`src/rtl/wb_arb_pkg.sv`:
```
// Shared types and constants for the two-master Wishbone arbiter and its watchdog.
package wb_arb_pkg;

    localparam int unsigned WDT_W        = 16;
    localparam logic [31:0] TIMEOUT_DATA = 32'hDEAD_BEEF;

    // Encoding doubles as the one-hot grant vector.
    typedef enum logic [1:0] {
        IDLE     = 2'b00,
        GRANT_M0 = 2'b01,
        GRANT_M1 = 2'b10
    } arb_state_t;

    function automatic arb_state_t arb_pick(logic cyc0, logic cyc1, logic last_grant,
                                            logic round_robin);
        if (cyc0 && cyc1) begin
            return (round_robin && !last_grant) ? GRANT_M1 : GRANT_M0;
        end else if (cyc0) begin
            return GRANT_M0;
        end else if (cyc1) begin
            return GRANT_M1;
        end
        return IDLE;
    endfunction

endpackage

```
`src/rtl/wishbone_if.sv`:
```
// Wishbone classic bus bundle; master modport drives the request, slave modport responds.
interface wishbone_if;

    logic        cyc;
    logic        stb;
    logic        we;
    logic [31:0] adr;
    logic [3:0]  sel;
    logic [31:0] dat_w;
    logic [31:0] dat_r;
    logic        ack;

    modport master (output cyc, stb, we, adr, sel, dat_w, input dat_r, ack);
    modport slave  (input cyc, stb, we, adr, sel, dat_w, output dat_r, ack);

endinterface

```
`src/rtl/wb_arb_watchdog.sv`:
```
// Stall counter for the granted strobe; pulses expire once TIMEOUT_CYCLES stalled cycles elapse.
module wb_arb_watchdog
    import wb_arb_pkg::*;
#(
    parameter int unsigned TIMEOUT_CYCLES = 255
) (
    input  logic clk,
    input  logic reset,
    input  logic stb,
    input  logic ack,
    input  logic clr,
    output logic expire
);

    localparam logic [WDT_W-1:0] Limit = WDT_W'(TIMEOUT_CYCLES);

    logic [WDT_W-1:0] cnt_q, cnt_d;

    // A real ack always beats the watchdog.
    assign expire = stb && !ack && (cnt_q >= Limit);

    always_comb begin
        cnt_d = cnt_q;
        if (clr || ack || expire) begin
            cnt_d = '0;
        end else if (stb && (cnt_q != '1)) begin
            cnt_d = cnt_q + 1'b1;
        end
    end

    always_ff @(posedge clk or posedge reset) begin
        if (reset) begin
            cnt_q <= '0;
        end else begin
            cnt_q <= cnt_d;
        end
    end

endmodule

```
`src/rtl/wishbone_arbiter.sv`:
```
// Two-master to one-slave Wishbone classic arbiter, grant held for a whole cyc.
// Define ARB_TIMEOUT_EN to build the watchdog that terminates unacknowledged strobes.
module wishbone_arbiter
    import wb_arb_pkg::*;
#(
    parameter int unsigned ROUND_ROBIN    = 1,
    parameter int unsigned TIMEOUT_CYCLES = 255
) (
    input  logic       clk,
    input  logic       reset,
    wishbone_if.slave  wb_m0,
    wishbone_if.slave  wb_m1,
    wishbone_if.master wb_s,
    output logic [1:0] gnt,
    output logic       timeout_flag
);

    arb_state_t state_q, state_d;
    logic       last_grant_q, last_grant_d;
    logic       sel_cyc;
    logic       sel_stb;
    logic       expire;

    if (TIMEOUT_CYCLES < 1 || TIMEOUT_CYCLES > 65535) begin : g_bad_timeout
        $error("TIMEOUT_CYCLES must be within 1..65535");
    end

    always_comb begin
        state_d      = state_q;
        last_grant_d = last_grant_q;
        unique case (state_q)
            GRANT_M0: begin
                if (!wb_m0.cyc) begin
                    state_d = arb_pick(wb_m0.cyc, wb_m1.cyc, last_grant_q, ROUND_ROBIN != 0);
                end
            end
            GRANT_M1: begin
                if (!wb_m1.cyc) begin
                    state_d = arb_pick(wb_m0.cyc, wb_m1.cyc, last_grant_q, ROUND_ROBIN != 0);
                end
            end
            default: state_d = arb_pick(wb_m0.cyc, wb_m1.cyc, last_grant_q, ROUND_ROBIN != 0);
        endcase
        if ((state_d != state_q) && (state_d != IDLE)) begin
            last_grant_d = (state_d == GRANT_M1);
        end
    end

    always_ff @(posedge clk or posedge reset) begin
        if (reset) begin
            state_q      <= IDLE;
            last_grant_q <= 1'b1;
        end else begin
            state_q      <= state_d;
            last_grant_q <= last_grant_d;
        end
    end

    assign gnt = state_q;

    // Kept apart from the bus mux so the watchdog sees the raw strobe.
    always_comb begin
        sel_cyc = 1'b0;
        sel_stb = 1'b0;
        unique case (state_q)
            GRANT_M0: begin
                sel_cyc = wb_m0.cyc;
                sel_stb = wb_m0.stb;
            end
            GRANT_M1: begin
                sel_cyc = wb_m1.cyc;
                sel_stb = wb_m1.stb;
            end
            default: ;
        endcase
    end

    always_comb begin
        wb_s.cyc    = 1'b0;
        wb_s.stb    = 1'b0;
        wb_s.we     = 1'b0;
        wb_s.adr    = '0;
        wb_s.sel    = '0;
        wb_s.dat_w  = '0;
        wb_m0.ack   = 1'b0;
        wb_m0.dat_r = '0;
        wb_m1.ack   = 1'b0;
        wb_m1.dat_r = '0;
        unique case (state_q)
            GRANT_M0: begin
                wb_s.cyc    = wb_m0.cyc;
                wb_s.stb    = wb_m0.stb && !expire;
                wb_s.we     = wb_m0.we;
                wb_s.adr    = wb_m0.adr;
                wb_s.sel    = wb_m0.sel;
                wb_s.dat_w  = wb_m0.dat_w;
                wb_m0.ack   = wb_s.ack || expire;
                wb_m0.dat_r = expire ? TIMEOUT_DATA : wb_s.dat_r;
            end
            GRANT_M1: begin
                wb_s.cyc    = wb_m1.cyc;
                wb_s.stb    = wb_m1.stb && !expire;
                wb_s.we     = wb_m1.we;
                wb_s.adr    = wb_m1.adr;
                wb_s.sel    = wb_m1.sel;
                wb_s.dat_w  = wb_m1.dat_w;
                wb_m1.ack   = wb_s.ack || expire;
                wb_m1.dat_r = expire ? TIMEOUT_DATA : wb_s.dat_r;
            end
            default: ;
        endcase
    end

`ifdef ARB_TIMEOUT_EN
    logic timeout_flag_q;

    wb_arb_watchdog #(
        .TIMEOUT_CYCLES(TIMEOUT_CYCLES)
    ) u_watchdog (
        .clk   (clk),
        .reset (reset),
        .stb   (sel_stb),
        .ack   (wb_s.ack),
        .clr   (!sel_cyc),
        .expire(expire)
    );

    always_ff @(posedge clk or posedge reset) begin
        if (reset) begin
            timeout_flag_q <= 1'b0;
        end else if (expire) begin
            timeout_flag_q <= 1'b1;
        end
    end

    assign timeout_flag = timeout_flag_q;
`else
    assign expire       = 1'b0;
    assign timeout_flag = 1'b0;
`endif

endmodule

```
`src/flat_wrapper.sv`:
```
// flat-port wrapper written by rule: the top's interface ports become plain ports
module wishbone_arbiter_flat import wb_arb_pkg::*;
#(
    parameter int unsigned ROUND_ROBIN    = 1,
    parameter int unsigned TIMEOUT_CYCLES = 255
)
  (clk, reset, gnt, timeout_flag, wb_m0_cyc, wb_m0_stb, wb_m0_we, wb_m0_adr, wb_m0_sel, wb_m0_dat_w, wb_m0_dat_r, wb_m0_ack, wb_m1_cyc, wb_m1_stb, wb_m1_we, wb_m1_adr, wb_m1_sel, wb_m1_dat_w, wb_m1_dat_r, wb_m1_ack, wb_s_cyc, wb_s_stb, wb_s_we, wb_s_adr, wb_s_sel, wb_s_dat_w, wb_s_dat_r, wb_s_ack);
  wishbone_if wb_m0_i ();
  wishbone_if wb_m1_i ();
  wishbone_if wb_s_i ();
  input  logic clk;
  input  logic reset;
  output logic [1:0] gnt;
  output logic timeout_flag;
  input wire logic [$bits(wb_m0_i.cyc)-1:0] wb_m0_cyc;
  input wire logic [$bits(wb_m0_i.stb)-1:0] wb_m0_stb;
  input wire logic [$bits(wb_m0_i.we)-1:0] wb_m0_we;
  input wire logic [$bits(wb_m0_i.adr)-1:0] wb_m0_adr;
  input wire logic [$bits(wb_m0_i.sel)-1:0] wb_m0_sel;
  input wire logic [$bits(wb_m0_i.dat_w)-1:0] wb_m0_dat_w;
  output wire logic [$bits(wb_m0_i.dat_r)-1:0] wb_m0_dat_r;
  output wire logic [$bits(wb_m0_i.ack)-1:0] wb_m0_ack;
  input wire logic [$bits(wb_m1_i.cyc)-1:0] wb_m1_cyc;
  input wire logic [$bits(wb_m1_i.stb)-1:0] wb_m1_stb;
  input wire logic [$bits(wb_m1_i.we)-1:0] wb_m1_we;
  input wire logic [$bits(wb_m1_i.adr)-1:0] wb_m1_adr;
  input wire logic [$bits(wb_m1_i.sel)-1:0] wb_m1_sel;
  input wire logic [$bits(wb_m1_i.dat_w)-1:0] wb_m1_dat_w;
  output wire logic [$bits(wb_m1_i.dat_r)-1:0] wb_m1_dat_r;
  output wire logic [$bits(wb_m1_i.ack)-1:0] wb_m1_ack;
  output wire logic [$bits(wb_s_i.cyc)-1:0] wb_s_cyc;
  output wire logic [$bits(wb_s_i.stb)-1:0] wb_s_stb;
  output wire logic [$bits(wb_s_i.we)-1:0] wb_s_we;
  output wire logic [$bits(wb_s_i.adr)-1:0] wb_s_adr;
  output wire logic [$bits(wb_s_i.sel)-1:0] wb_s_sel;
  output wire logic [$bits(wb_s_i.dat_w)-1:0] wb_s_dat_w;
  input wire logic [$bits(wb_s_i.dat_r)-1:0] wb_s_dat_r;
  input wire logic [$bits(wb_s_i.ack)-1:0] wb_s_ack;
  assign wb_m0_i.cyc = wb_m0_cyc;
  assign wb_m0_i.stb = wb_m0_stb;
  assign wb_m0_i.we = wb_m0_we;
  assign wb_m0_i.adr = wb_m0_adr;
  assign wb_m0_i.sel = wb_m0_sel;
  assign wb_m0_i.dat_w = wb_m0_dat_w;
  assign wb_m0_dat_r = wb_m0_i.dat_r;
  assign wb_m0_ack = wb_m0_i.ack;
  assign wb_m1_i.cyc = wb_m1_cyc;
  assign wb_m1_i.stb = wb_m1_stb;
  assign wb_m1_i.we = wb_m1_we;
  assign wb_m1_i.adr = wb_m1_adr;
  assign wb_m1_i.sel = wb_m1_sel;
  assign wb_m1_i.dat_w = wb_m1_dat_w;
  assign wb_m1_dat_r = wb_m1_i.dat_r;
  assign wb_m1_ack = wb_m1_i.ack;
  assign wb_s_cyc = wb_s_i.cyc;
  assign wb_s_stb = wb_s_i.stb;
  assign wb_s_we = wb_s_i.we;
  assign wb_s_adr = wb_s_i.adr;
  assign wb_s_sel = wb_s_i.sel;
  assign wb_s_dat_w = wb_s_i.dat_w;
  assign wb_s_i.dat_r = wb_s_dat_r;
  assign wb_s_i.ack = wb_s_ack;
  wishbone_arbiter #(.ROUND_ROBIN(ROUND_ROBIN), .TIMEOUT_CYCLES(TIMEOUT_CYCLES)) u_core (.clk(clk), .reset(reset), .wb_m0(wb_m0_i), .wb_m1(wb_m1_i), .wb_s(wb_s_i), .gnt(gnt), .timeout_flag(timeout_flag));
endmodule
```
`config.mk`:
```
export PLATFORM = sky130hd
export DESIGN_NAME = wishbone_arbiter_flat
export DESIGN_NICKNAME = d
export VERILOG_FILES = /design/src/rtl/wb_arb_pkg.sv /design/src/rtl/wishbone_if.sv /design/src/rtl/wb_arb_watchdog.sv /design/src/rtl/wishbone_arbiter.sv /design/src/flat_wrapper.sv
export SDC_FILE = /design/constraint.sdc
export NUM_CORES = 1
export LEC_CHECK = 0
export CAP_MARGIN = 20
export CELL_PAD_IN_SITES_DETAIL_PLACEMENT = 1
export CELL_PAD_IN_SITES_GLOBAL_PLACEMENT = 1
export CORE_MARGIN = 3
export CORE_UTILIZATION = 10
export CTS_CLUSTER_SIZE = 16
export DETAILED_ROUTE_END_ITERATION = 6
export HOLD_SLACK_MARGIN = 0.15
export PLACE_DENSITY = 0.88
export REMOVE_ABC_BUFFERS = 1
export SLEW_MARGIN = 20
export SYNTH_ARGS = -nofsm -noshare
export SYNTH_HDL_FRONTEND = slang
export SYNTH_SLANG_ARGS = --single-unit
```
`constraint.sdc`:
```
create_clock -name clk -period 1.62 [get_ports clk]
set_input_delay 0.324 -clock clk [delete_from_list [all_inputs] [get_ports clk]]
set_output_delay 0.324 -clock clk [all_outputs]
set_load 0.03 [all_outputs]
```
## After elaboration in Yosys (flattened, before gate mapping)

Index checks and enable logic that the tools add are counted.

- Flip-flop bits (word level): 3
- Bits in latches: 0
- RAM bits: 0
- Bits in read-only memories: 0
- Output and inout port bits: 140
- Logic and storage cells: 44
- Memories: 0

- $add $sub $neg: 0
- Multiply operators: 0
- Divide/modulo/power cells: 0
- Magnitude comparators: 0
- Equality and inequality tests: 4
- Shifts and indexed selects: 0
- Mux-type cells: 34
- Bitwise logic cells: 0
- Reductions and logical operators: 4

Operators with widths:

| cell | count |
|---|---|
| case mux 32 bit (2 select lines) | 2 |
| two-way mux 32 bit | 2 |
| two-way mux 2 bit | 12 |
| two-way mux 1 bit | 13 |
| case mux 4 bit (2 select lines) | 1 |
| case mux 1 bit (2 select lines) | 3 |
| equality test 2 bit, second input constant | 2 |
| case mux 2 bit (2 select lines) | 1 |
| equality test 2 x 1 -> 1 bit, second input constant | 1 |
| logical AND 1 bit | 2 |
| != test 2 bit | 1 |
| nonzero test 2 bit | 1 |
| OR reduction 2 bit | 1 |

## Longest topological paths before layout

Gate-level depths: netlist (run 1).

- Depth in word-level cells: 9
- Depth in mapped cells: 8
- Mapped depth without buffers: 7

## Least setup slack after synthesis (run 1)

No wires, ideal clock.

- Kind: register to output
- Start: register u_core.state_q[0], in the netlist u_core.gnt[0]
- End: output port wb_s_adr[0]
- Arrival time: 1.750 ns
- Data required time: 1.296 ns
- Setup slack: -0.454 ns
- Stages on the path, launching flop included: 6
- Buffers on the path: 2
- Cells stage by stage: dfrtp_1 > inv_1 > ha_1 > buf_4 > clkbuf_1 > nor2_1

- Cells in the longest elaborated chain, start to end: 2
- Elaborated cells between the ends (all ways): 3
- Those cells by class: eq/ne: 2; mux: 1

Ends and longest elaborated chain:

| what | RTL line | RTL |
|---|---|---|
| start, declared | wishbone_arbiter.sv:18 | `arb_state_t state_q, state_d;` |
| start signal, assigned | wishbone_arbiter.sv:54 | `state_q <= state_d;` |
| equality test 2 bit / equality test 2 x 1 -> 1 bit (equally long branches) | n/a |  |
| case mux 32 bit (2 select lines) (*) | wishbone_arbiter.sv:89 | `unique case (state_q)` |
| end, declared | flat_wrapper.sv:34 | `output wire logic [$bits(wb_s_i.adr)-1:0] wb_s_adr;` |

Every way passes the cells marked *; elsewhere a longest branch is shown, timed or not.

## Worst setup path after layout (run 1)

- Start: register u_core.state_q[1], in the netlist u_core.gnt[1]
- End: output port wb_s_adr[13]

The elaborated chain is that of the path after synthesis.

==> results of run 1 <==
==> worst paths after layout <==
kind                                        to  slack, ns  depth (start not counted)
hold reg to reg            u_core.last_grant_q       0.54                          2
min in group clk           u_core.last_grant_q       0.54                          2
hold / removal                   u_core.gnt[0]       0.30                          2
setup reg to reg           u_core.last_grant_q      -0.27                         11
max in group asynchronous  u_core.last_grant_q       1.09                          2
setup / recovery                  wb_s_adr[13]      -0.40                          7
==> metal layers <==
layer | routed length, µm | vias to the layer above | GRT usage | share of wire
li1 | - | 1603 | - | -
met1 | 5010 | 1632 | 0.149 | 0.34
met2 | 8130 | 185 | 0.289 | 0.56
met3 | 1110 | 22 | 0.0403 | 0.076
met4 | 333 | 0 | 0.0439 | 0.023
met5 | 0 | - | 0 | 0
==> per-stage QoR <==
step	instance area (µm²)	hold slack [ns]	utilization	power, µW	TNS [ns]
2_1_floorplan	1450	0.0769	-	4410	-224.35
3_3_place_gp	4880	0.524	0.317	8070	-1.73
5_1_grt	5810	0.307	0.376	10900	-44.76
6_report	5810	0.295	0.376	10300	-36.11
3_5_place_dp	4880	0.529	0.317	8210	-4.80
4_1_cts	5490	0.295	0.356	9810	-35.64
==> flip-flops by register name, indices dropped and copies added (netlist names) <==
name,flops
u_core.gnt,2
u_core.last_grant_q,1
==> synth_stat cells <==
| cell | count |
|---|---|
| a21boi_0 | 1 |
| a21boi_4 | 1 |
| a22oi_1 | 71 |
| and2_1 | 66 |
| buf_2 | 18 |
| buf_4 | 2 |
| clkbuf_1 | 11 |
| conb_1 | 1 |
| dfrtp_1 | 2 |
| dfstp_2 | 1 |
| ha_1 | 2 |
| inv_1 | 4 |
| nand2_1 | 5 |
| nand3b_1 | 1 |
| nor2_1 | 70 |
| nor2_2 | 1 |
| nor2b_1 | 2 |
| nor3_1 | 1 |
| o2111ai_1 | 1 |
| o21ai_0 | 1 |
| o21ai_1 | 2 |
| o21ai_4 | 1 |
| o31ai_1 | 1 |
==> cells in the final DEF, fill, tap and decap left out, drive strengths merged <==
cell type and count:
conb 1, nand2 5, clkdlybuf4s50 176, dfrtp 2, buf 188, and2 66
nand3b 1, inv 4, nor3 1, o21ai 4, dlygate4sd2 1, a21boi 2
nor2b 2, a22oi 71, o31ai 1, o2111ai 1, nor2 71, clkbuf 5
dfstp 1, ha 2
==> logic make-up after synthesis <==
group	count (synthesis)
AO/OA/AOI/OAI	79
AND/OR/NAND/NOR	146
adder cells (fa/ha/maj)	2
flip-flops	3
buffers and inverters	35
other	1
==> critical path: cells and delay by family (launching register included) <==
family,cells,cell delay [ns]
buffers and inverters,4,0.54
AO/OA/AOI/OAI,1,0.18
adder cells (fa/ha/maj),1,0.21
AND/OR/NAND/NOR,1,0.09
flip-flops,1,0.42
==> power by group through the flow <==
| stage | sequential (µW) | combinational [µW] | clock, µW |
|---|---|---|---|
| 2_1_floorplan | 225 | 4190 | 0 |
| 3_3_place_gp | 163 | 7910 | 0 |
| 3_5_place_dp | 167 | 8040 | 0 |
| 4_1_cts | 169 | 9240 | 399 |
| 5_1_grt | 176 | 10300 | 410 |
| 6_report | 172 | 9770 | 392 |
==> timing repair <==
item,4_1_cts,5_1_grt
setup endpoints to repair,140,140
resized for setup,86,88
setup buffers,8,8
cloned,6,0
pin swaps,2,22
==> final cells by class <==
class	instances	share of cell area
well taps	211	0.0455
clock buffers	4	0.0136
flip-flops and latches	3	0.0131
inverters	4	0.00259
repair buffers	366	0.640
multi-input cells	228	0.286
==> metrics.txt, run 1 <==
H-tree levels 1; xor and xnor area share after synthesis 0; number of iterations in the first detailed-routing pass 4; initial DRC count 84; number of buffers inserted during clock tree synthesis 3; total half-perimeter wirelength after legalization and detailed placement 10.8 mm; data arrival time of the critical path 1.69 ns; CTS Hold Buffers Added 0; Synth Warn # 0; Routed Antenna Nets 0; Critical-path top delay cell dfrtp_1; Worst Setup SP u_core.gnt[1]; proportion of layout cells with a drive suffix above 1 0.460; maxcap violations 0; Worst setup SP type flip-flop; clock group share of total power 0.038; count of pins over their slew limit 0; Final Hold Viols 0; sequential fraction of the synthesis area 0.0477; final setup vio count 140; cell count after synthesis 266; number of vias after detailed routing 3442; I/O pin count 317; final critical path time including I/O delays and setup 2.02 ns; cell type with the highest occurrence count on the critical path buf_6; Remaining DRCs 0; number of input and output port buffers inserted 315; combinational family with the most area after synthesis simple AND/OR/NAND/NOR gates; Overflow after GRT 0; final net count 785; fraction of power consumed by sequential logic 0.017; area enclosed by the die boundary 0.0175 mm²; fraction of the mapped netlist area in adder cells 0.0156; vertical extent of the die 132 µm; width of the die 132 µm; Internal Dissipation 4950 µW; global placer's final weighted congestion 0.780; mux cell area share after synthesis 0; Multi-input gate area 0.00166 mm²; area growth from synthesis to layout 263%; Post-Place Cells 792; simple logic cell fraction of the synthesized area 0.454; combined area of all synthesized cells 0.00160 mm²; class of the most critical hold timing path input pin to async pin; proportion of total power due to net switching 0.522; vias in the first global route 3625; final cycle utilization of the critical path 1.25; Logic pwr share 0.945; P_leak 0.00248 µW; worst IR drop on VDD 663 µV; diode insertion count for antenna repair 0; result of the run finished with violations; worst setup slack before clock tree synthesis -0.189 ns; Avg Cell Area, Syn 6.01 µm²; fill cell instance count of the final layout 1835; maximum number of pins on one net before global-route repair 40; synth unique cells 23; Max Freq 496 MHz; placement row count 45; RSZ-0062 raised after global routing yes; average wire per cell in the routed design 17.9 µm; post-route insts no fill 816; flip-flop and latch area 76.3 µm²; Total GRT Usage 0.147; compound-gate portion of the synthesized area 0.379; largest fanout of any net on the critical path 9; final clock skew 0.000167 ns; clock slew seen by the registers of the worst setup and hold paths 0.03 ns; CTS sink count 3; fraction of post-synthesis cell area in the top cell type by area 0.333; number of register bits inferred by synthesis 3; NetSw 5390 µW; later-pin clock latency in the skew report 0.22 ns; endpoint class of the critical path primary output; Synth area leader a22oi_1; antenna violations before repair 0; core area 0.0154 mm²; Critical Path RT 1.30 ns; Starting Density 0.104; Critical Setup Path Class flip-flop to primary output; failing checks setup timing; Largest stage delay, worst path 0.42 ns; number of vias per cell 4.22; cell chosen for the clock root clkbuf_16; Clock Tree Buf Depth 2; final setup margin -0.398 ns; cell-by-cell trace of the critical path ha_4, buf_12, buf_6, buf_6, a22oi_1, nor2_1, buf_4; cell types occupying the most area after synthesis a22oi_1 (33%), and2_1 (26%), nor2_1 (16%), buf_2 (5.6%), dfrtp_1 (3.1%); CTS tree built; worst reg2reg startpoint u_core.gnt[1]; total power density per cell area 1780 mW/mm²; Final Routed Wirelength 14.6 mm; wire length of the first global-routing pass 20.5 mm
No activity file was read; power rests on OpenSTA's default activity.
==> inputs of run 2 (changes only) <==
SKIP_CTS_REPAIR_TIMING = 1   (was not set)
==> run 2 against run 1 <==
The flow still finishes with violations (setup timing). Via count grew 0.81%. Critical path depth is the same. Cell count grew 0.25%. Hold slack lost 0.00099 ns.
==> metrics.txt, run 2 (same netlist as run 1, synthesis figures left out) <==
reg-to-reg setup timing slack -0.22 ns (+0.05 ns); P_leak 0.00249 µW (+0.40%); clock slew seen by the registers of the worst setup and hold paths 0.03 ns (about the same); final cycle utilization of the critical path 1.20 (-0.0446); R2R Path End u_core.last_grant_q; cell chosen for the clock root clkbuf_16; I/O pin count 317 (unchanged); RSZ-0062 raised after global routing yes; worst reg2reg path depth 10 (-1); Critical Setup Path Class flip-flop to primary output; Clock Tree Buf Depth 2 (unchanged); number of iterations in the first detailed-routing pass 4 (unchanged); global placer's final weighted congestion 0.780 (unchanged); diode insertion count for antenna repair 0 (unchanged); core area 0.0154 mm² (unchanged); initial DRC count 101 (+20%); total negative setup slack -33.57 ns (+2.54 ns); number of vias after detailed routing 3470 (+0.81%); data arrival time of the critical path 1.62 ns (-0.07 ns); class of the most critical hold timing path input pin to async pin; Critical Path RT 1.30 ns (about the same); vias in the first global route 3457 (-4.6%); number of input and output port buffers inserted 315 (unchanged); Starting Density 0.104 (unchanged); total power density per cell area 1790 mW/mm² (+0.52%); vertical extent of the die 132 µm (unchanged); Remaining DRCs 0 (unchanged); most common cell after layout, fill and taps aside clkdlybuf4s50_1; Overflow after GRT 0 (unchanged); maxcap violations 0 (unchanged); worst reg2reg startpoint u_core.gnt[0]; Post-Place Cells 792 (unchanged); final setup margin -0.326 ns (+0.0723 ns); endpoint class of the critical path primary output; Routed Antenna Nets 0 (unchanged); Worst setup SP type flip-flop; area growth from synthesis to layout 256%; Total Power Consumption 10200 µW (-1.5%); highest-count cells in the layout ignoring fill and taps clkdlybuf4s50_1 (176), buf_4 (116), nor2_1 (69); area enclosed by the die boundary 0.0175 mm² (unchanged); later-pin clock latency in the skew report 0.22 ns (about the same); wire length of the first global-routing pass 18.8 mm (-8.2%); fill cell instance count of the final layout 1855 (+1.1%); Max Freq 514 MHz (+3.7%); placement row count 45 (unchanged); H-tree levels 1 (unchanged); final critical path time including I/O delays and setup 1.95 ns (-0.0723 ns); result of the run finished with violations; CTS tree built; number of vias per cell 4.24 (+0.57%); maximum number of pins on one net before global-route repair 46 (+15%); cell area after placement 0.00488 mm² (unchanged); final net count 787 (+0.25%); average wire per cell in the routed design 18.2 µm (+1.8%); final design area excluding fillers 0.00569 mm² (-2.0%); total half-perimeter wirelength after legalization and detailed placement 10.8 mm (unchanged); proportion of layout cells with a drive suffix above 1 0.420 (-0.0394); count of pins over their slew limit 0 (unchanged); Final Routed Wirelength 14.9 mm (+2.0%); max reg flops 2 (unchanged); Final Hold Viols 0 (unchanged); Total GRT Usage 0.132 (-0.0152); number of buffers inserted during clock tree synthesis 3 (unchanged); final setup vio count 140 (unchanged); CTS sink count 3 (unchanged); post-route insts no fill 818 (+0.25%); width of the die 132 µm (unchanged); antenna violations before repair 0 (unchanged); largest fanout of any net on the critical path 7 (-2); failing checks setup timing; final clock skew 0.000614 ns (+0.000448 ns); worst IR drop on VDD 651 µV (-1.8%); Finished Core Util 0.369 (-0.00754)
run 2: cell count changes in the layout (fill, tap and decap cells not counted), moves of 2 or more:
cell / before / now
and2_4: 41 / 33
and2_1: 25 / 33
nand2_2: 4 / 0
a22oi_2: 30 / 19
dlymetal6s2s_1: 0 / 2
buf_8: 1 / 5
nand2_1: 1 / 5
buf_6: 77 / 53
buf_4: 94 / 116
buf_12: 12 / 9
buf_16: 4 / 0
clkbuf_16: 3 / 10
a22oi_1: 41 / 52
run 2: layout make-up:
cell class | count | area, µm² | area share
clock buffer | 4 | 78.8 | 0.0139
inverter | 4 | 15.0 | 0.00264
multi-input combinational | 228 | 1570 | 0.276
sequential | 3 | 76.3 | 0.0134
timing repair buffer | 368 | 3680 | 0.648
tap | 211 | 264 | 0.0464
run 2: per-stage QoR:
stage                     hold WS [ns]  setup WS, ns
final                            0.294        -0.326
after global routing             0.307        -0.404
after CTS                        0.295        -0.430
after detailed placement         0.529        -0.189
after global placement           0.524        -0.168
after floorplan                 0.0769         -1.82
run 2: per-layer routing:
metal  global-route usage  vias to the layer above  routed length [µm]
li1                     -                     1606                   -
met1                0.140                     1650                5320
met2                0.253                      188                8040
met3               0.0350                       26                1120
met4               0.0398                        0                 402
met5                    0                        -                   0
run 2: worst max-delay path by stage:
stage / from / end / slack, ns / depth (start not counted)
after global placement: u_core.gnt[0] / wb_s_dat_w[2] / -0.17 / 6
after global routing: u_core.gnt[0] / wb_s_dat_w[26] / -0.40 / 6
after CTS: u_core.gnt[0] / wb_s_dat_w[2] / -0.43 / 6
after floorplan: u_core.gnt[0] / u_core.last_grant_q / -1.82 / 6
final: u_core.gnt[0] / wb_s_dat_w[7] / -0.33 / 7
after detailed placement: u_core.gnt[0] / wb_s_dat_w[2] / -0.19 / 6
run 2: where the power goes:
part / total (µW) / internal [µW] / switching, µW
registers: 171 / 123 / 48.4
clock network: 392 / 325 / 67.3
logic: 9620 / 4390 / 5230
run 2: worst max-delay path, stage by stage (launching register included):
cell,delay (ns)
dfrtp_1,0.39
inv_2,0.09
ha_4,0.23
buf_4,0.15
clkbuf_16,0.14
a22oi_1,0.07
nor2_1,0.13
buf_4,0.18
